===== src/rtl/md_seq_ctrl_if.sv =====
// Signal bundle between the multiply/divide sequencer and its surroundings
// (decode, operand buses, multiplier pipe, iterative divider, HI/LO results).
interface md_seq_ctrl_if;
  logic [2:0]  md_op;
  logic [31:0] rs_data;
  logic [31:0] rt_data;
  logic [63:0] mul_p;
  logic        mul_signed;
  logic        div_start;
  logic        div_signed;
  logic        div_abort;
  logic        div_done;
  logic [31:0] div_q;
  logic [31:0] div_r;
  logic        pc_ena;
  logic [31:0] hi;
  logic [31:0] lo;
  logic [31:0] mul_out;
  logic        mul_wb;
  logic        md_busy;
  logic        div_err;

  // The sequencer is the slave; the CPU core, multiplier and divider form the master side.
  modport slave (
    input  md_op, rs_data, rt_data, mul_p, div_done, div_q, div_r,
    output mul_signed, div_start, div_signed, div_abort,
           pc_ena, hi, lo, mul_out, mul_wb, md_busy, div_err
  );

  modport master (
    output md_op, rs_data, rt_data, mul_p, div_done, div_q, div_r,
    input  mul_signed, div_start, div_signed, div_abort,
           pc_ena, hi, lo, mul_out, mul_wb, md_busy, div_err
  );
endinterface


===== src/rtl/md_seq_ctrl.sv =====
// Multiply/divide sequencer: launches the fixed-latency multiplier or the handshaked
// divider, stalls the PC until the result lands, and owns the HI/LO registers.
module md_seq_ctrl #(
  parameter int MUL_LAT     = 2,
  parameter int DIV_TIMEOUT = 64
) (
  input  logic         clk,
  input  logic         rst_n,
  md_seq_ctrl_if.slave bus
);

  typedef enum logic [2:0] {
    OP_NONE  = 3'b000,
    OP_MULT  = 3'b001,
    OP_MULTU = 3'b010,
    OP_DIV   = 3'b011,
    OP_DIVU  = 3'b100,
    OP_MTHI  = 3'b101,
    OP_MTLO  = 3'b110,
    OP_MUL   = 3'b111
  } op_e;

  typedef enum logic [1:0] {
    S_IDLE     = 2'd0,
    S_MUL_WAIT = 2'd1,
    S_DIV_WAIT = 2'd2
  } state_e;

  localparam int CNT_W  = (MUL_LAT > 1) ? $clog2(MUL_LAT) : 1;
  localparam int DCNT_W = $clog2(DIV_TIMEOUT);

  localparam logic [CNT_W-1:0]  CNT_LOAD = CNT_W'(MUL_LAT - 1);
  localparam logic [DCNT_W-1:0] DCNT_MAX = DCNT_W'(DIV_TIMEOUT - 1);

  op_e               op;
  state_e            state_q, state_d;
  logic [CNT_W-1:0]  cnt_q, cnt_d;
  logic [DCNT_W-1:0] dcnt_q, dcnt_d;
  logic              is_mul_q, is_mul_d;
  logic [31:0]       hi_q, hi_d;
  logic [31:0]       lo_q, lo_d;
  logic              err_q, err_d;

  logic              pc_ena;
  logic              div_start;
  logic              div_abort;
  logic              mul_wb;

  assign op = op_e'(bus.md_op);

  // Operand signedness follows the held instruction, so it stays valid for the whole operation.
  assign bus.mul_signed = (op == OP_MULT) || (op == OP_MUL);
  assign bus.div_signed = (op == OP_DIV);
  assign bus.mul_out    = bus.mul_p[31:0];
  assign bus.md_busy    = (state_q != S_IDLE);
  assign bus.hi         = hi_q;
  assign bus.lo         = lo_q;
  assign bus.div_err    = err_q;
  assign bus.pc_ena     = pc_ena;
  assign bus.div_start  = div_start;
  assign bus.div_abort  = div_abort;
  assign bus.mul_wb     = mul_wb;

  // NOTE: every signal written here gets a default first, so no path can infer a latch.
  always_comb begin
    state_d   = state_q;
    cnt_d     = cnt_q;
    dcnt_d    = dcnt_q;
    is_mul_d  = is_mul_q;
    hi_d      = hi_q;
    lo_d      = lo_q;
    err_d     = err_q;
    pc_ena    = 1'b1;
    div_start = 1'b0;
    div_abort = 1'b0;
    mul_wb    = 1'b0;

    unique case (state_q)
      S_IDLE: begin
        unique case (op)
          OP_MTHI: hi_d = bus.rs_data;
          OP_MTLO: lo_d = bus.rs_data;
          OP_MULT, OP_MULTU, OP_MUL: begin
            pc_ena   = 1'b0;
            cnt_d    = CNT_LOAD;
            is_mul_d = (op == OP_MUL);
            state_d  = S_MUL_WAIT;
          end
          OP_DIV, OP_DIVU: begin
            if (bus.rt_data != 32'd0) begin
              div_start = 1'b1;
              pc_ena    = 1'b0;
              dcnt_d    = '0;
              state_d   = S_DIV_WAIT;
            end else begin
              // Divide by zero resolves immediately without touching the divider.
              hi_d = bus.rs_data;
              lo_d = '1;
            end
          end
          default: ;
        endcase
      end

      S_MUL_WAIT: begin
        if (cnt_q != '0) begin
          pc_ena = 1'b0;
          cnt_d  = cnt_q - 1'b1;
        end else begin
          if (is_mul_q) begin
            mul_wb = 1'b1;
          end else begin
            hi_d = bus.mul_p[63:32];
            lo_d = bus.mul_p[31:0];
          end
          state_d = S_IDLE;
        end
      end

      S_DIV_WAIT: begin
        // A result on the last allowed cycle takes priority over the timeout.
        if (bus.div_done) begin
          lo_d    = bus.div_q;
          hi_d    = bus.div_r;
          state_d = S_IDLE;
        end else if (dcnt_q == DCNT_MAX) begin
          div_abort = 1'b1;
          hi_d      = '0;
          lo_d      = '0;
          err_d     = 1'b1;
          state_d   = S_IDLE;
        end else begin
          pc_ena = 1'b0;
          dcnt_d = dcnt_q + 1'b1;
        end
      end

      default: state_d = S_IDLE;
    endcase

    // Reset is asynchronous, so the decode above must not leak stalls or pulses while it is held.
    if (!rst_n) begin
      pc_ena    = 1'b1;
      div_start = 1'b0;
      div_abort = 1'b0;
      mul_wb    = 1'b0;
    end
  end

  // NOTE: sequential state uses non-blocking assignments so every register updates from pre-edge values.
  always_ff @(posedge clk or negedge rst_n) begin
    if (!rst_n) begin
      state_q  <= S_IDLE;
      cnt_q    <= '0;
      dcnt_q   <= '0;
      is_mul_q <= 1'b0;
      hi_q     <= '0;
      lo_q     <= '0;
      err_q    <= 1'b0;
    end else begin
      state_q  <= state_d;
      cnt_q    <= cnt_d;
      dcnt_q   <= dcnt_d;
      is_mul_q <= is_mul_d;
      hi_q     <= hi_d;
      lo_q     <= lo_d;
      err_q    <= err_d;
    end
  end

endmodule


===== src/flat_wrapper.sv =====
// flat-port wrapper written by rule: the top's interface ports become plain ports
module md_seq_ctrl_flat 
#(
  parameter int MUL_LAT     = 2,
  parameter int DIV_TIMEOUT = 64
)
  (clk, rst_n, bus_md_op, bus_rs_data, bus_rt_data, bus_mul_p, bus_div_done, bus_div_q, bus_div_r, bus_mul_signed, bus_div_start, bus_div_signed, bus_div_abort, bus_pc_ena, bus_hi, bus_lo, bus_mul_out, bus_mul_wb, bus_md_busy, bus_div_err);
  md_seq_ctrl_if bus_i ();
  input  logic clk;
  input  logic rst_n;
  input wire logic [$bits(bus_i.md_op)-1:0] bus_md_op;
  input wire logic [$bits(bus_i.rs_data)-1:0] bus_rs_data;
  input wire logic [$bits(bus_i.rt_data)-1:0] bus_rt_data;
  input wire logic [$bits(bus_i.mul_p)-1:0] bus_mul_p;
  input wire logic [$bits(bus_i.div_done)-1:0] bus_div_done;
  input wire logic [$bits(bus_i.div_q)-1:0] bus_div_q;
  input wire logic [$bits(bus_i.div_r)-1:0] bus_div_r;
  output wire logic [$bits(bus_i.mul_signed)-1:0] bus_mul_signed;
  output wire logic [$bits(bus_i.div_start)-1:0] bus_div_start;
  output wire logic [$bits(bus_i.div_signed)-1:0] bus_div_signed;
  output wire logic [$bits(bus_i.div_abort)-1:0] bus_div_abort;
  output wire logic [$bits(bus_i.pc_ena)-1:0] bus_pc_ena;
  output wire logic [$bits(bus_i.hi)-1:0] bus_hi;
  output wire logic [$bits(bus_i.lo)-1:0] bus_lo;
  output wire logic [$bits(bus_i.mul_out)-1:0] bus_mul_out;
  output wire logic [$bits(bus_i.mul_wb)-1:0] bus_mul_wb;
  output wire logic [$bits(bus_i.md_busy)-1:0] bus_md_busy;
  output wire logic [$bits(bus_i.div_err)-1:0] bus_div_err;
  assign bus_i.md_op = bus_md_op;
  assign bus_i.rs_data = bus_rs_data;
  assign bus_i.rt_data = bus_rt_data;
  assign bus_i.mul_p = bus_mul_p;
  assign bus_i.div_done = bus_div_done;
  assign bus_i.div_q = bus_div_q;
  assign bus_i.div_r = bus_div_r;
  assign bus_mul_signed = bus_i.mul_signed;
  assign bus_div_start = bus_i.div_start;
  assign bus_div_signed = bus_i.div_signed;
  assign bus_div_abort = bus_i.div_abort;
  assign bus_pc_ena = bus_i.pc_ena;
  assign bus_hi = bus_i.hi;
  assign bus_lo = bus_i.lo;
  assign bus_mul_out = bus_i.mul_out;
  assign bus_mul_wb = bus_i.mul_wb;
  assign bus_md_busy = bus_i.md_busy;
  assign bus_div_err = bus_i.div_err;
  md_seq_ctrl #(.MUL_LAT(MUL_LAT), .DIV_TIMEOUT(DIV_TIMEOUT)) u_core (.clk(clk), .rst_n(rst_n), .bus(bus_i));
endmodule

===== config.mk =====
export PLATFORM = sky130hd
export DESIGN_NAME = md_seq_ctrl_flat
export DESIGN_NICKNAME = d
export VERILOG_FILES = /design/src/rtl/md_seq_ctrl_if.sv /design/src/rtl/md_seq_ctrl.sv /design/src/flat_wrapper.sv
export SDC_FILE = /design/constraint.sdc
export NUM_CORES = 1
export LEC_CHECK = 0
export CAP_MARGIN = 20
export CORE_AREA = 2 2 122 124
export CTS_CLUSTER_DIAMETER = 30
export DETAILED_ROUTE_END_ITERATION = 16
export DIE_AREA = 0 0 124 126
export GPL_TIMING_DRIVEN = 0
export PLACE_DENSITY = 0.82
export RECOVER_POWER = 100
export SYNTH_ARGS = -nofsm -noshare
export SYNTH_HDL_FRONTEND = slang
export SYNTH_SLANG_ARGS = --single-unit

===== constraint.sdc =====
create_clock -name clk -period 3 [get_ports clk]
set_input_delay 0.45 -clock clk [delete_from_list [all_inputs] [get_ports clk]]
set_output_delay 0.45 -clock clk [all_outputs]
set_load 0.1 [all_outputs]

==> run summary <==
Fill cells: 1,304
Max-cap violations: 0
CP Class: in2out
Detail Route Antenna Nets: 0
Vias in the first global route: 5,438
Total CTS buffers: 9
Worst Setup Slack, final: 0.101 ns
Final core utilization: 0.579
Ant diodes: 0
P_int: 4.27 mW
Remaining Overflow, GRT: 0
Synth Cell Area: 4910 sq um
Crit-path cells: clkdlybuf4s50_1 > xor2_1 > nor2b_1 > clkdlybuf4s50_1
Fraction of registers with async set/reset: 1.00
Critical Path Sink Type: output pin
Area share of the leading cell type in the synthesized netlist: 0.383
CP max-delay cell: clkdlybuf4s50_1
Critical Path Start Type: primary input
Gr usage total: 0.248
Comb pwr share: 0.734
Dpl cell area: 8170 sq um
Total wire length: 19,200 um
Mean Syn Cell Area: 9.20 sq um
Clock Skews: 0.00884 ns
Dpl hpwl: 14,900 um
Drt pass-1 iters: 5
Rel. slew slack: 0.215
Main flop type after synthesis: dfrtp_1
Initial Utilization: 0.343
GPL Wtd Cong: 0.853
Cell mode on critical path: clkdlybuf4s50_1
Pins Over Slew Limit: 0
Status: finished, final reports clean
Vias per cell: 5.12
Count leader, synth: nand2_1
NumNets Final: 1,048
Least-Margin Pin Slew: 1.18 ns
Leakage: 3.25 nW
Critical Path AT: 2.45 ns
DR iter-0 viols: 233
Post-Place Setup Slack: -1.24 ns
CP Buf/Inv Count: 2
Setup tns final: 0 ns
Area leader, netlist: dfrtp_1
Clock power frac: 0.096
Post-synth EDFFs: 0
Post-synthesis register bit count: 75
Num Clock Sinks: 75
Area Growth Syn to Fin: 68.9%
Clock insertion delay at the later pin of the skew report: 0.34 ns
Fin area: 8290 sq um
Highest Clock Rate: 0.345 GHz
Pwr/cell area: 1280 nW/um^2
Net Count, Synth: 736
Setup violations, final: 0
Port bufs: 301
RSZ-0062 raised after global routing: no
CTS Hold Bufs: 0
Yosys cell types: 49
Tcrit/Tclk final: 0.966
DRC: 0
Most frequent cells after synthesis: nand2_1 (139), dfrtp_1 (75), nor2_1 (40), mux2_2 (35), a31oi_1 (33)
Clock Path Buffers: 2
I/O pin count: 302
Net Sw Frac: 0.597
CTS HTree Levels: 3
Core Area: 14,300 sq um
Layout cell share with drive strength beyond 1: 0.122
Final hold violations: 0
Worst Hold Class: in2async
Flop pwr share: 0.170
Initial antenna violation count: 0
CP Data Required Time: 2.55 ns
Die H: 126 um
Largest net degree at the start of global routing: 41
Synth top area cells: dfrtp_1 (38%), nand2_1 (11%), mux2_4 (9.2%)
Worst VDD drop: 722 uV
Reg clk slew, reported paths: 0.06 ns
P_sw: 6.33 mW
Synth warnings: 0
Avg WL per Cell: 18.6 um
DIE AREA: 15,600 sq um
Cells after Synth: 533
Min Tclk post-route: 2.90 ns
Sequential area share after synthesis: 0.383
Crit-path max FO: 7
Total Power: 10.6 mW
Horiz. Die Dim: 124 um
Critical path's top delay family: buffers and inverters
CTS Root Cell: clkbuf_16
Crit-path max cell delay: 1.15 ns
First-pass GRT wire length: 29,400 um
CTS tree: yes
Routed vias: 5,289
Row count: 44
## routing by layer
| layer | global-route usage | wire (um) |
|---|---|---|
| met1 | 0.305 | 7660 |
| met2 | 0.422 | 9470 |
| met3 | 0.0602 | 1660 |
| met4 | 0.0859 | 390 |
| met5 | 0 | 0 |
## path summary, 6_finish.rpt
kind,startpoint,end,slack (ns),depth (start not counted)
worst min register to register,u_core.bus.div_err,u_core.bus.div_err,0.46,1
worst max register to register,u_core.state_q[0],u_core.bus.lo[19],0.21,8
max in group asynchronous,rst_n,u_core.bus.hi[22],2.29,2
worst min-delay path,rst_n,u_core.bus.lo[9],0.09,1
worst max-delay path,bus_md_op[1],bus_mul_signed,0.10,4
min in group clk,u_core.bus.div_err,u_core.bus.div_err,0.46,1
## cells in the final DEF, fill, tap and decap left out, types with 3 or more instances in the layout
master	instances
clkdlybuf4s50_1	197
nand2_1	139
dlygate4sd3_1	97
dfrtp_1	75
nor2_1	39
buf_4	35
mux2_2	35
a31oi_1	33
a32oi_1	32
clkbuf_1	30
mux2_1	29
nor4_1	10
clkbuf_16	9
inv_1	5
buf_6	5
ha_1	5
clkbuf_2	4
nand2b_1	4
o21ai_0	4
nand3_1	4
nor2b_1	3
o21a_1	3
a21oi_1	3
## cell families (layout without fill, tap and decap cells)
logic type / after synthesis / after routing / synth area share
buf+inv: 73 / 389 / 0.0898
compound gates: 96 / 96 / 0.151
fa+ha+maj: 5 / 5 / 0.0128
simple gates: 218 / 218 / 0.190
mux: 65 / 65 / 0.172
xor+xnor: 1 / 1 / 0.00179
flops: 75 / 75 / 0.383
## per-stage QoR
stage	hold WS, ns	std cells
after floorplan	0.154	533
after global placement	0.444	1018
after detailed placement	0.448	1019
after CTS	0.107	1033
after global routing	0.129	1033
final	0.0852	1033
## timing repair
action                                  in CTS  in global routing
setup buffers                                0                  0
pin swaps                                    0                  1
hold endpoints to repair                     0                  0
gates resized for setup                     21                  6
endpoints found under the setup margin       4                  4
## power by group through the flow
stage	Sequential [mW]	Combinational [mW]	Clock, mW
floorplan	5.04	3.02	0
global placement	1.82	8.32	0
detailed placement	1.84	8.41	0
CTS	1.84	8.41	1.02
global route	1.87	8.16	1.08
finish	1.81	7.78	1.01
## state kept, by name, summed over array words and instances, names as in the netlist
register / cells
u_core.bus.div_err: 1
u_core.bus.hi: 32
u_core.bus.lo: 32
u_core.cnt_q: 1
u_core.dcnt_q: 6
u_core.is_mul_q: 1
u_core.state_q: 2
## cell type report
class / instances / area (sq um) / area share
Timing Repair Buffer: 302 / 3010 / 0.363
Buffer: 67 / 410 / 0.0495
Tap cell: 184 / 230 / 0.0278
Multi-Input combinational cell: 385 / 2480 / 0.299
Clock buffer: 13 / 250 / 0.0302
Inverter: 5 / 18.8 / 0.00226
Sequential cell: 75 / 1880 / 0.226
Clock inverter: 2 / 12.5 / 0.00151
Note: power is estimated with default switching activity, not from simulation.
